### src/rtl/tbb_bus_writer.sv
// rtl/tbb_bus_writer.sv - command FIFO and nibble serialiser for the 4-bit sound-chip write bus
// Each queued (addr, data) command becomes three timed bus writes: addr, data[3:0], data[7:4].
module tbb_bus_writer #(
  parameter int unsigned SETUP_CYC  = 1,
  parameter int unsigned STROBE_CYC = 2,
  parameter int unsigned HOLD_CYC   = 1,
  parameter int unsigned FIFO_DEPTH = 4
) (
  input  logic                          CLK,
  input  logic                          RST,
  input  logic                          cmd_valid,
  output logic                          cmd_ready,
  input  logic [3:0]                    cmd_addr,
  input  logic [7:0]                    cmd_data,
  output logic                          busy,
  output logic [$clog2(FIFO_DEPTH):0]   fifo_count,
  output logic [3:0]                    D,
  output logic                          A0,
  output logic                          WR_n
);

  localparam int AW = $clog2(FIFO_DEPTH);
  localparam int CW = AW + 1;
  localparam logic [CW-1:0] FULL_CNT    = CW'(FIFO_DEPTH);
  localparam logic [3:0]    SETUP_LAST  = 4'(SETUP_CYC - 1);
  localparam logic [3:0]    STROBE_LAST = 4'(STROBE_CYC - 1);
  localparam logic [3:0]    HOLD_LAST   = 4'(HOLD_CYC - 1);

  typedef enum logic [1:0] {IDLE, SETUP, STROBE, HOLD} state_t;

  state_t      state_q, state_d;
  logic [1:0]  idx_q, idx_d;
  logic [3:0]  phase_q, phase_d;
  logic [7:0]  data_q, data_d;
  logic [3:0]  d_q, d_d;
  logic        a0_q, a0_d;
  logic        wr_n_q, wr_n_d;

  logic [11:0]   mem_q [FIFO_DEPTH];
  logic [CW-1:0] wptr_q, wptr_d, rptr_q, rptr_d;
  logic [CW-1:0] count;
  logic [11:0]   head;
  logic          fifo_empty, push, pop;

  // Pointers carry one extra wrap bit so full and empty are distinguishable.
  assign count      = wptr_q - rptr_q;
  assign fifo_empty = (count == '0);
  assign cmd_ready  = (count != FULL_CNT);
  assign push       = cmd_valid && cmd_ready;
  assign head       = mem_q[rptr_q[AW-1:0]];
  assign wptr_d     = wptr_q + CW'(push);
  assign rptr_d     = rptr_q + CW'(pop);

  assign fifo_count = count;
  assign busy       = (state_q != IDLE) || !fifo_empty;
  assign D          = d_q;
  assign A0         = a0_q;
  assign WR_n       = wr_n_q;

  always_ff @(posedge CLK) begin
    if (push) begin
      mem_q[wptr_q[AW-1:0]] <= {cmd_addr, cmd_data};
    end
  end

  always_ff @(posedge CLK) begin
    if (RST) begin
      state_q <= IDLE;
      idx_q   <= 2'd0;
      phase_q <= 4'd0;
      data_q  <= 8'd0;
      d_q     <= 4'd0;
      a0_q    <= 1'b0;
      wr_n_q  <= 1'b1;
      wptr_q  <= '0;
      rptr_q  <= '0;
    end else begin
      state_q <= state_d;
      idx_q   <= idx_d;
      phase_q <= phase_d;
      data_q  <= data_d;
      d_q     <= d_d;
      a0_q    <= a0_d;
      wr_n_q  <= wr_n_d;
      wptr_q  <= wptr_d;
      rptr_q  <= rptr_d;
    end
  end

  always_comb begin
    state_d = state_q;
    idx_d   = idx_q;
    phase_d = phase_q;
    data_d  = data_q;
    d_d     = d_q;
    a0_d    = a0_q;
    wr_n_d  = wr_n_q;
    pop     = 1'b0;
    case (state_q)
      IDLE: begin
        wr_n_d = 1'b1;
        if (!fifo_empty) begin
          pop     = 1'b1;
          data_d  = head[7:0];
          idx_d   = 2'd0;
          d_d     = head[11:8];
          a0_d    = 1'b0;
          phase_d = 4'd0;
          state_d = SETUP;
        end
      end
      SETUP: begin
        if (phase_q == SETUP_LAST) begin
          phase_d = 4'd0;
          wr_n_d  = 1'b0;
          state_d = STROBE;
        end else begin
          phase_d = phase_q + 4'd1;
        end
      end
      STROBE: begin
        if (phase_q == STROBE_LAST) begin
          phase_d = 4'd0;
          wr_n_d  = 1'b1;
          state_d = HOLD;
        end else begin
          phase_d = phase_q + 4'd1;
        end
      end
      HOLD: begin
        if (phase_q == HOLD_LAST) begin
          phase_d = 4'd0;
          if (idx_q != 2'd2) begin
            idx_d   = idx_q + 2'd1;
            a0_d    = 1'b1;
            d_d     = (idx_q == 2'd0) ? data_q[3:0] : data_q[7:4];
            state_d = SETUP;
          end else if (!fifo_empty) begin
            // Chain straight into the next command without an IDLE cycle.
            pop     = 1'b1;
            data_d  = head[7:0];
            idx_d   = 2'd0;
            d_d     = head[11:8];
            a0_d    = 1'b0;
            state_d = SETUP;
          end else begin
            state_d = IDLE;
          end
        end else begin
          phase_d = phase_q + 4'd1;
        end
      end
    endcase
  end

endmodule
### config.mk
export PLATFORM = sky130hd
export DESIGN_NAME = tbb_bus_writer
export DESIGN_NICKNAME = d
export VERILOG_FILES = /design/src/rtl/tbb_bus_writer.sv
export SDC_FILE = /design/constraint.sdc
export NUM_CORES = 1
export LEC_CHECK = 0
export ABC_AREA = 1
export BUFFER_PORTS_ARGS = -buffer_cell sky130_fd_sc_hd__buf_2
export CORE_MARGIN = 1
export CORE_UTILIZATION = 50
export DETAILED_ROUTE_END_ITERATION = 6
export GPL_TIMING_DRIVEN = 0
export PLACE_DENSITY_LB_ADDON = 0.05
export SYNTH_ARGS = -nofsm -noshare
export SYNTH_HDL_FRONTEND = slang
export SYNTH_SLANG_ARGS = --single-unit
### constraint.sdc
create_clock -name CLK -period 6.08 [get_ports CLK]
set_input_delay 0.912 -clock CLK [delete_from_list [all_inputs] [get_ports CLK]]
set_output_delay 0.912 -clock CLK [all_outputs]
set_load 0.02 [all_outputs]
==> qor.txt <==
status: finished, violations left
failing checks: design-rule violations
nets: 389
Root Driver: clkbuf_8
Leak: 1.50 nW
RR Endpoint: mem_q[0][10]$_DFFE_PP_
full die area: 7060 µm²
f_max: 326 MHz
clk sinks: 76
DR vias/cell: 5.21
Detailed Place HPWL: 4860 µm
routed wire length: 6710 µm
initial DRC count: 127
Synth top cells by count: edfxtp_1, nor2_1, o21ai_0, inv_1, dfxtp_1
# Max-Cap Violations: 0
Core Box Area: 6420 µm²
Peak VDD IR: 209 µV
CP endpoint kind: output port
CTS Buf Count: 9
Layout Utilization: 59.8%
Mapped Area: 3360 µm²
Area Overhead vs Synth: 14.2%
initial antenna violation count: 0
Hold Path Sink: phase_q[3]$_SDFFE_PP0N_
Die Y: 84.0 µm
Synth area leaders: edfxtp_1, dfxtp_1, nor2_1, o21ai_0, ha_1
Mapped Cells: 320
site row count: 29
Async SR Flop Fraction: 0%
H-tree depth: 3
worst hold start: phase_q[3]$_SDFFE_PP0N_
Final Cell Area: 3840 µm²
All-Layer GR Usage: 20.6%
placer's final routability congestion estimate: 0.742
worst hold stages: 2
DR pass1 iterations: 6
Post-CTS Repair Setup Buffers: 0
IO Count: 26
Worst Slack Setup Final: 3.01 ns
clock skew: 0.00651 ns
vias in the first global route: 2274
wire length per cell: 15.2 µm
Slew headroom: 54.9%
first-pass GRT wire length: 11000 µm
pre-CTS setup slack: 3.20 ns
diode count: 0
CP arrival: 2.16 ns
Final Cycle Share: 50.5%
Min Clock Period, post-route: 3.07 ns
worst setup path class: flop to output port
post-route ant nets: 0
Clock Tree Buf Depth: 2
CP required: 5.17 ns
Synth Register Bits: 76
Die W: 84.0 µm
final hold vios: 0
synthesis warning total: 0
clock-pin slew on the worst setup and hold paths: 0.08 ns
Vias: 2302
Seq/Total Area, Yosys: 59.5%
share of cells above drive strength 1: 21.1%
Reg2Reg Launch Point: wptr_q[0]$_SDFF_PP0_
startpoint types: flop
CTS tree: yes
placed cells: 426
number of flops mapped to enable cells by yosys: 48
Synthesized Nets: 349
Clock Latency Late Sink: 0.34 ns
reg2reg setup slack: 3.22 ns
RSZ-0062 raised after global routing: false
Power Density: 466 nW/µm²
Placement Cell Area: 3650 µm²
Hold Path Class: flop to flop
cell taking the most area after synthesis: edfxtp_1
pin count of the biggest net entering global routing: 14
Slew Viols, Final: 0
# DRC: 4
final setup vio count: 0
total grt overflow: 0
Worst Path Max Fanout: 10
most frequent cell after synthesis: edfxtp_1
cts repair resizes: 0
Final Non-Filler Cells: 442
cells on worst reg2reg path: 13
Post-Syn Area per Cell: 10.5 µm²
Least-Margin Pin Slew: 0.673 ns
# hold bufs at CTS: 0
distinct cell type count after synthesis: 34
Main synth FF type: edfxtp_1
initial core utilization: 52.4%
Final TNS setup: 0 ns
Synth top area share: 42.8%
IO Port Bufs: 25
[metrics by stage]
stage          hold slack, ns  total power [mW]
2_1_floorplan           0.457              1.23
3_3_place_gp            0.464              1.41
3_5_place_dp            0.472              1.43
4_1_cts                 0.492              1.81
5_1_grt                 0.521              1.92
6_report                0.487              1.79
[flip-flops by register name, summed over array words and instances, names as in the netlist]
| signal | cells |
|---|---|
| rptr_q | 3 |
| data_q | 8 |
| state_q | 2 |
| wptr_q | 3 |
| D | 4 |
| A0 | 1 |
| phase_q | 4 |
| WR_n | 1 |
| idx_q | 2 |
| mem_q | 48 |
[per-layer routing]
metal	global-route usage [%]	routed length (µm)	up-vias	part of all wire (%)
met5	0	0	-	0
met4	8.93	24	0	0.36
met3	3.17	198	2	2.9
met2	33.8	3270	35	49
met1	27.3	3220	1074	48
li1	-	-	1191	-
[cells by family (layout without fill, tap and decap cells)]
group	after synthesis	in the layout	share of synthesized area (%)
buffers and inverters	45	90	5.43
adders and majority gates	14	14	5.43
DFF	76	76	59.5
xor gates and xnor gates	2	2	0.521
and+or+nand+nor	108	108	16.5
AOI/OAI and AO/OA	75	75	12.6
[power by group]
| part | switching (mW) | internal (mW) | leakage (nW) |
|---|---|---|---|
| registers | 0.0478 | 0.645 | 0.670 |
| logic | 0.481 | 0.241 | 0.741 |
| clock network | 0.188 | 0.190 | 0.0927 |
[worst max path at each step]
| stage | startpoint | endpoint | depth (start not counted) |
|---|---|---|---|
| after CTS | rptr_q[1]$_SDFF_PP0_ | busy | 7 |
| after detailed placement | wptr_q[0]$_SDFF_PP0_ | mem_q[0][1]$_DFFE_PP_ | 13 |
| after floorplan | wptr_q[0]$_SDFF_PP0_ | mem_q[0][0]$_DFFE_PP_ | 12 |
| after global placement | rptr_q[1]$_SDFF_PP0_ | mem_q[0][1]$_DFFE_PP_ | 8 |
| after global routing | wptr_q[0]$_SDFF_PP0_ | cmd_ready | 10 |
| final | rptr_q[1]$_SDFF_PP0_ | busy | 7 |
[worst max-delay path: stages, from the launching register on]
cell and delay (ns):
dfxtp_1 0.48, inv_1 0.13, clkbuf_1 0.27, ha_1 0.35, nand2_1 0.05, inv_1 0.25, nand3_4 0.13, buf_2 0.17
[cell type report]
type | count | area, µm²
clock buffers | 10 | 128
multi-input cells | 199 | 1200
clock inverters | 6 | 63.8
well taps | 77 | 96.3
repair buffers | 29 | 170
flip-flops and latches | 76 | 2000
fillers | 567 | 2580
plain buffers | 9 | 40.0
inverters | 36 | 143
[cells in the final DEF, fill, tap and decap left out, types with 9 or more instances in the layout]
master and n:
edfxtp_1 48, nor2_1 47, o21ai_0 34, inv_1 32
buf_2 30, dfxtp_1 28, nand2_1 22, a21oi_1 13
ha_1 13, nand3_1 12, clkbuf_8 9
Power figures use the tool's default switching activity.
